$ cat src/rtl/sequenciador_nota_pkg.sv
// Shared constants for the note sequencer: FSM state codes and the rest-note code.
package sequenciador_nota_pkg;

  localparam int LARGURA_ESTADO = 2;

  localparam logic [LARGURA_ESTADO-1:0] OCIOSO = 2'd0;
  localparam logic [LARGURA_ESTADO-1:0] TOCA   = 2'd1;
  localparam logic [LARGURA_ESTADO-1:0] PAUSA  = 2'd2;
  localparam logic [LARGURA_ESTADO-1:0] FIM    = 2'd3;

  localparam int NOTA_SILENCIO = 0;

  // True when the code drives sound, i.e. anything other than the rest code.
  function automatic logic nota_audivel(input logic [31:0] codigo);
    return codigo != 32'(NOTA_SILENCIO);
  endfunction

endpackage

$ cat src/rtl/contador_ciclos.sv
// Cycle counter shared by the TOCA and PAUSA phases; the limit is selected at runtime.
module contador_ciclos #(
  parameter int LARGURA = 25
) (
  input  logic               clock,
  input  logic               reset,
  input  logic               zera,
  input  logic               conta,
  input  logic [LARGURA-1:0] limite,
  output logic [LARGURA-1:0] valor,
  output logic               fim
);

  // NOTE: sequential state uses non-blocking assignments so every register
  // samples pre-edge values, independent of block ordering.
  always_ff @(posedge clock) begin
    if (reset) begin
      valor <= '0;
    end else if (zera) begin
      valor <= '0;
    end else if (conta) begin
      valor <= valor + LARGURA'(1);
    end
  end

  assign fim = (valor == limite - LARGURA'(1));

endmodule

$ cat src/rtl/sequenciador_nota.sv
// Note-playback timer: plays a latched note code for a fixed on-time, inserts a gap,
// then pulses muda_nota. Optional macro SEQ_NOTA_DURACAO_VAR_EN adds a per-note
// duration multiplier (duracao+1) implemented with a repeat counter.
module sequenciador_nota
  import sequenciador_nota_pkg::*;
#(
  parameter int CICLOS_NOTA  = 25000000,
  parameter int CICLOS_PAUSA = 5000000,
  parameter int LARGURA_NOTA = 4,
  parameter int LARGURA_CONT = 25
) (
  input  logic                      clock,
  input  logic                      reset,
  input  logic                      iniciar,
  input  logic [LARGURA_NOTA-1:0]   nota,
`ifdef SEQ_NOTA_DURACAO_VAR_EN
  input  logic [1:0]                duracao,
`endif
  input  logic                      abortar,
  output logic                      ocupado,
  output logic [LARGURA_NOTA-1:0]   nota_arduino,
  output logic                      ativa_arduino,
  output logic                      muda_nota,
  output logic [LARGURA_ESTADO-1:0] db_estado
);

  localparam bit TEM_PAUSA = (CICLOS_PAUSA > 0);

  logic [LARGURA_ESTADO-1:0] estado;
  logic [LARGURA_ESTADO-1:0] prox_estado;
  logic [LARGURA_NOTA-1:0]   nota_reg;
  logic [LARGURA_CONT-1:0]   limite;
  logic [LARGURA_CONT-1:0]   valor_cont;
  logic                      zera;
  logic                      conta;
  logic                      fim_cont;
  logic                      aceita;
  logic                      ultima_repeticao;

  assign aceita = (estado == OCIOSO) && iniciar && !abortar;

`ifdef SEQ_NOTA_DURACAO_VAR_EN
  logic [1:0] duracao_reg;
  logic [1:0] repeticao;
  logic       repete;

  assign ultima_repeticao = (repeticao == duracao_reg);
  assign repete = (estado == TOCA) && !abortar && fim_cont && !ultima_repeticao;

  // The on-time is the base count replayed duracao+1 times, avoiding a multiplier.
  always_ff @(posedge clock) begin
    if (reset) begin
      duracao_reg <= 2'd0;
      repeticao   <= 2'd0;
    end else if (aceita) begin
      duracao_reg <= duracao;
      repeticao   <= 2'd0;
    end else if (repete) begin
      repeticao   <= repeticao + 2'd1;
    end
  end
`else
  assign ultima_repeticao = 1'b1;
`endif

  // NOTE: every signal assigned here gets a default first, so no path leaves
  // it unassigned and no latch is inferred.
  always_comb begin
    prox_estado = estado;
    zera        = 1'b1;
    conta       = 1'b0;
    case (estado)
      OCIOSO: begin
        if (iniciar && !abortar) prox_estado = TOCA;
      end
      TOCA: begin
        if (abortar) begin
          prox_estado = OCIOSO;
        end else if (fim_cont) begin
          if (ultima_repeticao) prox_estado = TEM_PAUSA ? PAUSA : FIM;
        end else begin
          zera  = 1'b0;
          conta = 1'b1;
        end
      end
      PAUSA: begin
        if (abortar) begin
          prox_estado = OCIOSO;
        end else if (fim_cont) begin
          prox_estado = FIM;
        end else begin
          zera  = 1'b0;
          conta = 1'b1;
        end
      end
      FIM:     prox_estado = OCIOSO;
      default: prox_estado = OCIOSO;
    endcase
  end

  always_ff @(posedge clock) begin
    if (reset) begin
      estado   <= OCIOSO;
      nota_reg <= '0;
    end else begin
      estado <= prox_estado;
      if (aceita) nota_reg <= nota;
    end
  end

  assign limite = (estado == PAUSA) ? LARGURA_CONT'(CICLOS_PAUSA)
                                    : LARGURA_CONT'(CICLOS_NOTA);

  contador_ciclos #(
    .LARGURA (LARGURA_CONT)
  ) u_contador (
    .clock  (clock),
    .reset  (reset),
    .zera   (zera),
    .conta  (conta),
    .limite (limite),
    .valor  (valor_cont),
    .fim    (fim_cont)
  );

  // Moore outputs: decoded from the registered state and latched note only.
  assign ocupado       = (estado != OCIOSO);
  assign nota_arduino  = (estado == TOCA) ? nota_reg : '0;
  assign ativa_arduino = (estado == TOCA) && nota_audivel(32'(nota_reg));
  assign muda_nota     = (estado == FIM);
  assign db_estado     = estado;

endmodule

$ cat config.mk
export PLATFORM = sky130hd
export DESIGN_NAME = sequenciador_nota
export DESIGN_NICKNAME = d
export VERILOG_FILES = /design/src/rtl/sequenciador_nota_pkg.sv /design/src/rtl/contador_ciclos.sv /design/src/rtl/sequenciador_nota.sv
export SDC_FILE = /design/constraint.sdc
export NUM_CORES = 1
export LEC_CHECK = 0
export BUFFER_PORTS_ARGS = -buffer_cell sky130_fd_sc_hd__buf_2
export CORE_MARGIN = 5
export CORE_UTILIZATION = 35
export DETAILED_ROUTE_END_ITERATION = 12
export PLACE_DENSITY_LB_ADDON = 0.2
export SYNTH_ARGS = -nofsm -noshare
export SYNTH_HDL_FRONTEND = slang
export SYNTH_HIERARCHICAL = 1
export SYNTH_SLANG_ARGS = --single-unit
$ cat constraint.sdc
create_clock -name clock -period 4.95 [get_ports clock]
set_clock_uncertainty 0.2 [all_clocks]
set_input_delay 0.495 -clock clock [delete_from_list [all_inputs] [get_ports clock]]
set_output_delay 0.495 -clock clock [all_outputs]
set_load 0.01 [all_outputs]
Word-level counts from Yosys, hierarchy flattened --
Index checks and enable logic that the tools add are counted.
Cells by class: $add $sub $neg 2, eq/ne operators 7, multiplexer cells 14, reductions and logical operators 11
Operators by type and width (number):
- $add A25 B1 Y25 const B | 1
- $eq A25 B25 Y1 | 1
- $mux W25 | 1
- $sub A25 B1 Y25 const B | 1
- $mux W2 | 5
- $pmux W2 S4 | 1
- $mux W1 | 6
- $ne A3 B3 Y1 const B | 2
- $eq A2 B2 Y1 const B | 2
- $logic_and A1 B1 Y1 | 4
- $mux W4 | 1
- $reduce_bool A4 Y1 | 1
- $reduce_or A2 Y1 | 2
- $reduce_and A3 Y1 | 1
- $eq A2 B1 Y1 const B | 1
- $logic_not A2 Y1 | 1
- $ne A2 B1 Y1 const B | 1
- $reduce_bool A2 Y1 | 1
- $logic_not A1 Y1 | 1
Word-level totals: bits in registers 31, input port bits 8, word-level logic and storage cells 37

Depth between registers and ports, before layout --
depth in word-level cells 8, mapped depth 18

Hierarchy --
The synthesis kept the hierarchy.
By module, submodules not included:
- contador_ciclos | instances 1, cells each 240, area each 1966.9 um2, seq. area each 500.5 um2
- sequenciador_nota | instances 1, cells each 47, area each 420.4 um2, seq. area each 120.1 um2

Worst setup path before layout --
Ideal clock, no wire load.
kind register to register, start register estado[0] (netlist: db_estado[0]), end register u_contador.valor[22], setup time 0.128 ns, data arrival time 3.278 ns, path slack 1.345 ns, cell stages (with the launch flop) 18, path buffers 0, clock period less this slack 3.605 ns, cells stage by stage dfxtp_1 inv_1 ha_1 inv_1 xor2_1 nor2_1 o21a_1 o211ai_1 nor4_1 nor2_1 nand2_1 inv_1 and4_1 nand3_1 nor4_2 nand4_1 xor2_1 nor2_1
On the way: longest elaborated chain between the ends 8, elaborated cells on any way between the ends 13
Ends and longest elaborated chain:
- start: declaration | line sequenciador_nota.sv:29 | logic [LARGURA_ESTADO-1:0] estado;
- start signal: assignment | line sequenciador_nota.sv:106 | estado <= prox_estado;
- $eq A2 B2 Y1 | line sequenciador_nota.sv:111 | assign limite = (estado == PAUSA) ? LARGURA_CONT'(CICLOS_PAUSA)
- $mux W25 | line sequenciador_nota.sv:111
- named net limite[12] | line sequenciador_nota.sv:32 | logic [LARGURA_CONT-1:0] limite;
- $sub A25 B1 Y25 | line contador_ciclos.sv:26 | assign fim = (valor == limite - LARGURA'(1));
- $eq A25 B25 Y1 | line contador_ciclos.sv:26
- named net fim_cont | line sequenciador_nota.sv:36 | logic fim_cont;
- $mux W1 | line sequenciador_nota.sv:79, sequenciador_nota.sv:89
- $mux W1 | line sequenciador_nota.sv:77 | if (abortar) begin
- $mux W1
- named net zera | line sequenciador_nota.sv:34 | logic zera;
- $reduce_or A2 Y1 (no line)
- end signal: assignment | line contador_ciclos.sv:22 | valor <= valor + LARGURA'(1);
- end: declaration | line contador_ciclos.sv:10 | output logic [LARGURA-1:0] valor,
The timed path passes the listed nets, and every way through them passes these cells. A chain may end at the register's enable or synchronous reset.

Worst setup path in the final report --
Ends and elaborated chain as after synthesis.

==> results.cfg <==
[setup_path]
cpPeakStageDelay_ps = 450
path_cells = inv_1 -> ha_1 -> inv_1 -> xor2_1 -> xnor2_1 -> a2111oi_0 -> o211ai_1 -> nor4_1 -> nor2_1 -> nand2_1 -> inv_1 -> and4_1 -> nand3_1 -> nor4_2 -> nand4_1 -> xor2_1 -> nor2_1
crit_slowest_cell = a2111oi_0
cp_num_buf_inv = 3
criticalPathCategory = flip-flop to flip-flop
critical_path.startpoint_type = flip-flop
endpoint_kind = flip-flop
cp_data_required_time_ps = 4900
crit_fanout = 11
cp_data_arrival_time_ps = 3940
crit_path_frequent_cell = inv_1
critical_path.top_delay_family = simple AND/OR/NAND/NOR gates

[final_layout]
final_util = 0.428
antennaDiodeCount = 0
layout.nets = 386
layout-drive-gt1-share = 0.106
largest_reg_flops = 25
area_delta_synth_final_pct = 20.4
stdcell_area_um2 = 2870
final_common_cell = conb_1
final_cell_mix = conb_1, nor2_1, dfxtp_1, xor2_1, xnor2_1
fin_cells = 449

[floorplanning]
fp.dieW_um = 92.6
die_height_um = 92.6
rows = 30
ios = 17
initial_core_util = 0.355
core_area_um2 = 6720
dieArea_um2 = 8570

[yosys]
synth_cells = 287
synth_area_per_cell_um2 = 8.32
synth-seq-area-share = 0.260
synth_flop_cell = dfxtp_1
synthArstFlopShare = 0
syn_area_um2 = 2390
synth-seq-cells = 31
synthDistinctLibCells = 58
yosysWarnings = 6
synth_edf_count = 0

[cts]
cts_hold_buf = 0
clockBufferDepth = 2
cts.htree.levels = 2
path_clk_slew_ps = 70
ctsResizeCount = 0
cts_sinks = 31
root_buffer = clkbuf_8
clock_latency_ps = 280
cts_tree = yes
post-cts-setup-buffer-count = 0
numCtsBuffers = 5

[route]
drt-wirelength-per-cell_um = 11.0
first_iter_violations = 45
drc = 0
vias = 2021
drt_wl_total_um = 4950
dr.pass1.iters = 3
viasPerCell = 4.50
ant_nets = 0

[placed_design]
dpl.hpwl_um = 3980
portBuffers = 16
gp_congestion = 0.848
dpl_cell_area_um2 = 2790
place_inst = 442

[global_routing]
grt_pass1_wl_um = 8630
antenna_found_initial = 0
busiest_layer = met2
grt_max_degree = 26
grtUsageMet2 = 0.202
track_usage = 0.124
use_met1 = 0.163
met3_usage = 0.0252
grt-ovfl-total = 0
grt_pass1_vias = 1888

[run]
cap_violations = 0

[sta]
rsz0062_at_grt = false
relSlewSlack = 0.625
holdWs_ps = 244
max_slew.worst_pin.slew_ps = 548
fin_crit_sh = 0.807
fmax_mhz = 250
slew_violations = 0
finalCriticalPeriod_ps = 4000
setup_viol = 0
setup_tns_ps = 0
hold_viol = 0

[power_and_ir_drop]
p_leak_nw = 1.13
peakVddDrop_mv = 0.0661
power.density_nw_per_um2 = 202

[worst_hold_path]
hp-class = input port to flip-flop

[outcome]
status = finished clean
[per-layer routing]
metal / vias up / share of wire
li1: 1111 / -
met1: 892 / 0.52
met2: 16 / 0.45
met3: 2 / 0.022
met4: 0 / 0.0053
met5: - / 0
[worst paths after layout]
kind	from	to	slack (ps)	depth (start not counted)
max	db_estado[0]	u_contador/valor[22]	950	17
min reg2reg	u_contador/valor[8]	u_contador/valor[8]	320	2
min	nota[2]	nota_reg[2]	240	3
max reg2reg	db_estado[0]	u_contador/valor[22]	950	17
[area by class of cell]
| type | instances | area [um2] |
|---|---|---|
| Inverter | 8 | 30.0 |
| Fill cell | 697 | 3840 |
| Clock buffer | 6 | 82.6 |
| Multi-Input combinational cell | 306 | 1950 |
| Timing Repair Buffer | 17 | 87.6 |
| Sequential cell | 31 | 621 |
| Clock inverter | 1 | 5.00 |
| Tap cell | 80 | 100 |
[power breakdown]
group          switching, mW  total (mW)  internal (mW)
combinational         0.0713       0.119         0.0477
clock                 0.0895       0.198          0.109
sequential           0.00724       0.263          0.256
[cell usage after synthesis (3+ instances only)]
cell,n,area share
nor2_1,42,0.066
dfxtp_1,31,0.26
xor2_1,31,0.11
xnor2_1,24,0.088
nand2_1,19,0.030
nand4_1,11,0.029
ha_1,9,0.047
nor3_1,9,0.019
inv_1,8,0.013
mux2i_1,8,0.034
nand3_1,7,0.015
clkbuf_1,6,0.0094
o211ai_1,5,0.016
a21oi_1,4,0.0084
and2_1,4,0.010
nor4_1,4,0.010
and4_1,3,0.011
o21ai_0,3,0.0063
or3_1,3,0.0079
or4_1,3,0.0094
[cells by family (layout without fill, tap and decap cells)]
group                    after synthesis  after routing  synth area share
adder cells (fa/ha/maj)                9              9            0.0472
other                                  2             69           0.00315
buffers and inverters                 17             32            0.0294
AND/OR/NAND/NOR                      134            134             0.325
AO/OA/AOI/OAI                         31             31             0.100
flip-flops                            31             31             0.260
XOR/XNOR                              55             55             0.202
multiplexers                           8              8            0.0335
[per-stage QoR]
step                power, mW  worst slack (ps)
detailed placement      0.386               926
CTS                     0.589               884
finish                  0.580               954
global placement        0.387               946
floorplan               0.358              1340
global route            0.622               527
[worst register-to-register path, cell delays in order, from the launching register on]
cell	delay [ps]
dfxtp_1	420
inv_1	130
ha_1	250
inv_1	370
xor2_1	150
xnor2_1	160
a2111oi_0	450
o211ai_1	160
nor4_1	390
nor2_1	80
nand2_1	90
inv_1	110
and4_1	210
nand3_1	260
nor4_2	130
nand4_1	120
xor2_1	150
nor2_1	50
(Power assumes the default switching activity.)
